<file path="config.mk">
export PLATFORM = sky130hd
export DESIGN_NAME = vsc_settle_timer
export DESIGN_NICKNAME = d
export VERILOG_FILES = /design/src/rtl/vsc_pkg.sv /design/src/rtl/vsc_settle_timer.sv
export SDC_FILE = /design/constraint.sdc
export NUM_CORES = 1
export LEC_CHECK = 0
export CELL_PAD_IN_SITES_DETAIL_PLACEMENT = 0
export CELL_PAD_IN_SITES_GLOBAL_PLACEMENT = 1
export CORE_MARGIN = 8
export CORE_UTILIZATION = 30
export DETAILED_ROUTE_END_ITERATION = 12
export GPL_ROUTABILITY_DRIVEN = 0
export HOLD_SLACK_MARGIN = 0.02
export MAX_ROUTING_LAYER = met4
export PLACE_DENSITY = 0.74
export SLEW_MARGIN = 20
export SYNTH_ARGS = -nofsm -noshare
export SYNTH_HDL_FRONTEND = slang
export SYNTH_SLANG_ARGS = --single-unit
</file>
<file path="constraint.sdc">
create_clock -name clk -period 1.6 [get_ports clk]
set_clock_uncertainty 0.1 [all_clocks]
set_input_delay 0.32 -clock clk [delete_from_list [all_inputs] [get_ports clk]]
set_output_delay 0.32 -clock clk [all_outputs]
set_load 0.005 [all_outputs]
</file>
<file path="src/rtl/vsc_pkg.sv">
// Shared types and constants for the vector sweep checker.
package vsc_pkg;

    typedef enum logic [1:0] {
        IDLE,
        DRIVE,
        SAMPLE,
        DONE
    } state_t;

    localparam int unsigned SETTLE_W = 8;

endpackage

</file>
<file path="src/rtl/vsc_settle_timer.sv">
// Settle countdown: load a hold length, count down while enabled, flag the last cycle.
module vsc_settle_timer
    import vsc_pkg::*;
(
    input  logic                clk,
    input  logic                rst_n,
    input  logic                load,
    input  logic [SETTLE_W-1:0] load_val,
    input  logic                count,
    output logic                expire
);

    logic [SETTLE_W-1:0] cnt;

    always_ff @(posedge clk) begin
        if (!rst_n) begin
            cnt <= '0;
        end else if (load) begin
            cnt <= load_val;
        end else if (count && (cnt != '0)) begin
            cnt <= cnt - 1'b1;
        end
    end

    // Asserted on the final counted cycle so the caller leaves after exactly load_val cycles.
    assign expire = (cnt == SETTLE_W'(1));

endmodule

</file>
# Word-level counts from Yosys, hierarchy flattened

Index checks and enable logic that the tools add are counted.

Latch bits: 0
Flip-flop bits (word level): 8
ROM bits: 0
Memories kept: 0
Bits of input ports: 12
Logic and storage cells: 8
Bits in writable memories: 0
Output and inout bits: 1

Multiply operators: 0
Reductions and logical operators: 3
$lt $le $gt $ge: 0
$add $sub $neg: 1
Shifts and indexed selects: 0
Multiplexer cells: 2
Equality and inequality tests: 1
Divide/modulo/power cells: 0
Bitwise gates (word level): 0

Operators with widths:

| cell                                                 | number |
|---|---|
| 2-to-1 mux 8 bit                                     | 2 |
| equality test 8 x 1 -> 1 bit (second input constant) | 1 |
| nonzero test 8 bit                                   | 1 |
| subtractor 8 x 1 -> 8 bit (second input constant)    | 1 |
| nonzero test 2 bit                                   | 1 |
| logical AND 1 bit                                    | 1 |

# Logic depth before layout (Yosys ltp)

Depth in word-level cells: 4
Depth in mapped cells: 6
Depth with buffers taken out: 6

# Worst setup path after synthesis

OpenSTA, ideal clock, no wires.

Path kind: reg2reg
Start point: register cnt[0]
End point: register cnt[1]
Arrival: 1.540 ns
Setup time: 0.122 ns
Stages on the path, launching flop included: 7
Path buffers: 0
Required time: 1.378 ns
Path slack: -0.162 ns
Clock period less this slack: 1.762 ns
Cells stage by stage: dfxtp_1 -> inv_1 -> ha_1 -> nor3b_1 -> a21boi_1 -> and3_1 -> a311o_1

Word-level cells in the longest chain between the ends: 3
Elaborated cells on any way between the ends: 6
Those cells by class: 1 x add/sub; 2 x mux; 3 x reduce/logical

RTL lines:

| what                                                            | line                                           | text |
|---|---|---|
| from (decl)                                                     | vsc_settle_timer.sv:13                         | `logic [SETTLE_W-1:0] cnt;` |
| from (signal assigned)                                          | vsc_settle_timer.sv:19                         | `cnt <= load_val;` |
| from (signal assigned)                                          | vsc_settle_timer.sv:21                         | `cnt <= cnt - 1'b1;` |
| subtractor 8 x 1 -> 8 bit or nonzero test 8 bit (tied branches) | vsc_settle_timer.sv:21, vsc_settle_timer.sv:20 |  |
| 2-to-1 mux 8 bit or logical AND 1 bit (tied branches)           | vsc_settle_timer.sv:20                         | `end else if (count && (cnt != '0)) begin` |
| 2-to-1 mux 8 bit or nonzero test 2 bit (tied branches)          | -                                              |  |

Parallel ways exist; a longest one is shown, timed or not. The select of a mux whose other input is x is not followed.
A chain may end at the register's enable or synchronous reset.

# Worst setup path in the final report

Start point: register cnt[3]
End point: output port expire

Word-level cells in the longest chain between the ends: 1

RTL lines:

| what                         | line                   | text |
|---|---|---|
| equality test 8 x 1 -> 1 bit | vsc_settle_timer.sv:26 | `assign expire = (cnt == SETTLE_W'(1));` |
| to (decl)                    | vsc_settle_timer.sv:10 | `output logic expire` |

Every way passes these cells.

==> results.json <==
{
  "die_h_um": 57.4,
  "nets": 110,
  "grt_pass1_vias": 567,
  "ant_nets": 0,
  "p_total_uw": 673,
  "syn_to_final_growth_pct": 75.1,
  "min-delay-start": "cnt[7]",
  "yosys_warnings": 0,
  "max-slew-margin-rel_pct": 77.5,
  "slew_violations": 0,
  "netlist.area_leader.share_pct": 31.2,
  "cp.arrival_ns": 1.47,
  "synth-main-ff-cell": "dfxtp_1",
  "r2r-end": "cnt[7]",
  "powerDensity_nw_per_um2": 749,
  "rsz0062_at_grt": "true",
  "dpl_worst_slack_ns": -0.524,
  "clk_pin_slew_worst_paths_ns": 0.06,
  "clock_path_buffers": 2,
  "design_area_um2": 898,
  "ys_types": 28,
  "ctsHoldBuffers": 0,
  "grt.total_usage_pct": 9.38,
  "wl_um": 1480,
  "top_regs": "cnt (8)",
  "gr-total-overflow": 0,
  "post-route-period-util_pct": 118,
  "dpl.hpwl_um": 1080,
  "antenna_found_initial": 0,
  "violations": "setup timing",
  "timing_hold_violations_final": 0,
  "synth_top_family_by_area": "compound AO/OA/AOI/OAI gates",
  "hold_end": "cnt[7]",
  "port-buffer-count": 12,
  "placed_area_um2": 796,
  "syn_nets": 74,
  "syn_avg_cell_area_um2": 8.69,
  "die_w_um": 57.4,
  "synth_top_cell_by_area": "dfxtp_1",
  "end_kind": "primary output",
  "hold_class": "flop to flop",
  "top_register": "cnt",
  "fin_hold_ws_ns": 0.523,
  "dieArea_um2": 3290,
  "seq_area_frac_synth_pct": 31.2,
  "muxShareOfSynthArea_pct": 0,
  "rows": 15,
  "grt_pass1_wl_um": 2330,
  "grt_max_degree": 7,
  "cts.sinks": 8,
  "drive_gt1_share_pct": 46.2,
  "final_cell_mix": "buf_4, clkdlybuf4s50_1, o21ai_0",
  "ys_async_sr_fraction_pct": 0,
  "start_util_pct": 30.7,
  "regArea_um2": 165,
  "dp_cells": 104,
  "setup_viol": 3,
  "fmax_ghz": 0.528,
  "worstSkewPairLatency_ns": 0.25,
  "status": "finished with violations",
  "syn_inst": 59,
  "required_ns": 1.18,
  "synth.ff_latch_count": 8,
  "via_count": 563,
  "vias_per_cell": 5.12,
  "ios": 13,
  "cts_inserted_buffers": 3,
  "fill_cells": 161,
  "whs_path_depth": 2,
  "antennaDiodeCount": 0,
  "synth_area_leaders": "dfxtp_1, ha_1, o21ai_0",
  "netlist_area_um2": 513,
  "maxCapViolations": 0,
  "crit_type": "flop to primary output",
  "largest_reg_flops": 8,
  "cts_max_level": 1,
  "power.leakage_nw": 0.379,
  "synth_edf_count": 0,
  "core_um2": 1670,
  "synth-xor-area-share_pct": 6.83,
  "tightest_slew_ns": 0.335,
  "root_buffer": "clkbuf_4",
  "period_minus_slack_ns": 1.89,
  "dr.pass1.iters": 4,
  "wl_per_cell_um": 13.4,
  "layout.cells.most_common": "buf_4",
  "ir_worst_vdd_mv": 0.256,
  "layout_setup_ws_ns": -0.292,
  "drc": 0,
  "r2r_slack_ns": -0.08,
  "synth_fa_ha_area_share_pct": 7.32,
  "reg2reg_depth": 5,
  "multi_input_area_um2": 400,
  "tritoncts": "yes",
  "worstSetupStartpointType": "flop",
  "path_max_fanout": 2,
  "synth-compound-area-share_pct": 29.3,
  "drtIter0Drc": 15,
  "final_cell_count_no_fill": 110,
  "yosys.area_share.simple_pct": 21.0,
  "r2r_start": "cnt[3]"
}
[report_power, final]
group | switching, mW | total [mW] | internal, mW
combinational | 0.121 | 0.282 | 0.161
sequential | 0.0158 | 0.236 | 0.220
clock | 0.0696 | 0.155 | 0.0859
total | 0.206 | 0.673 | 0.467
[layout make-up]
class / count / share of cell area [%]
well taps: 17 / 2.37
inverters: 4 / 1.95
clock buffers: 3 / 2.51
multi-input cells: 45 / 44.6
flip-flops and latches: 8 / 18.4
repair buffers: 33 / 30.2
[layer usage]
| metal | GRT usage [%] | routed length, um | vias up |
|---|---|---|---|
| li1 | - | - | 288 |
| met1 | 9.95 | 611 | 260 |
| met2 | 15.0 | 765 | 11 |
| met3 | 1.12 | 49 | 4 |
| met4 | 8.57 | 53 | 0 |
| met5 | - | 0 | - |
[critical path, stage by stage (launching register included)]
cell     delay, ns
dfxtp_2       0.32
or4_4         0.56
nor2_4        0.10
and3_1        0.14
buf_2         0.10
[worst max path at each step]
| stage | endpoint | from |
|---|---|---|
| detailed placement | cnt[7] | count |
| CTS | expire | cnt[2] |
| finish | expire | cnt[3] |
| global placement | cnt[7] | count |
| floorplan | cnt[1] | cnt[3] |
| global route | expire | cnt[3] |
[repair_timing]
action | in CTS | in global routing
gates cloned | 0 | 0
endpoints found under the setup margin | 5 | 7
buffers inserted | 2 | 1
pin swaps | 6 | 6
resized for setup | 18 | 5
[Yosys cell counts (3+ instances only)]
cell / count
ha_1: 3
dfxtp_1: 8
nor2_1: 3
nand2_1: 4
o21ai_0: 6
xnor2_1: 3
inv_1: 3
a21oi_1: 4
[kinds of logic after synthesis]
logic type,after synthesis
buffers and inverters,6
AND/OR/NAND/NOR,18
XOR/XNOR,4
flip-flops,8
AO/OA/AOI/OAI,20
adder cells (fa/ha/maj),3
[per-stage QoR]
stage	TNS, ns	util [%]
final	-0.424	53.8
after floorplan	-0.0228	-
after CTS	-0.484	52.1
after global routing	-0.605	53.8
after global placement	-2.08	47.6
after detailed placement	-2.20	47.6
No activity file was read; power rests on OpenSTA's default activity.
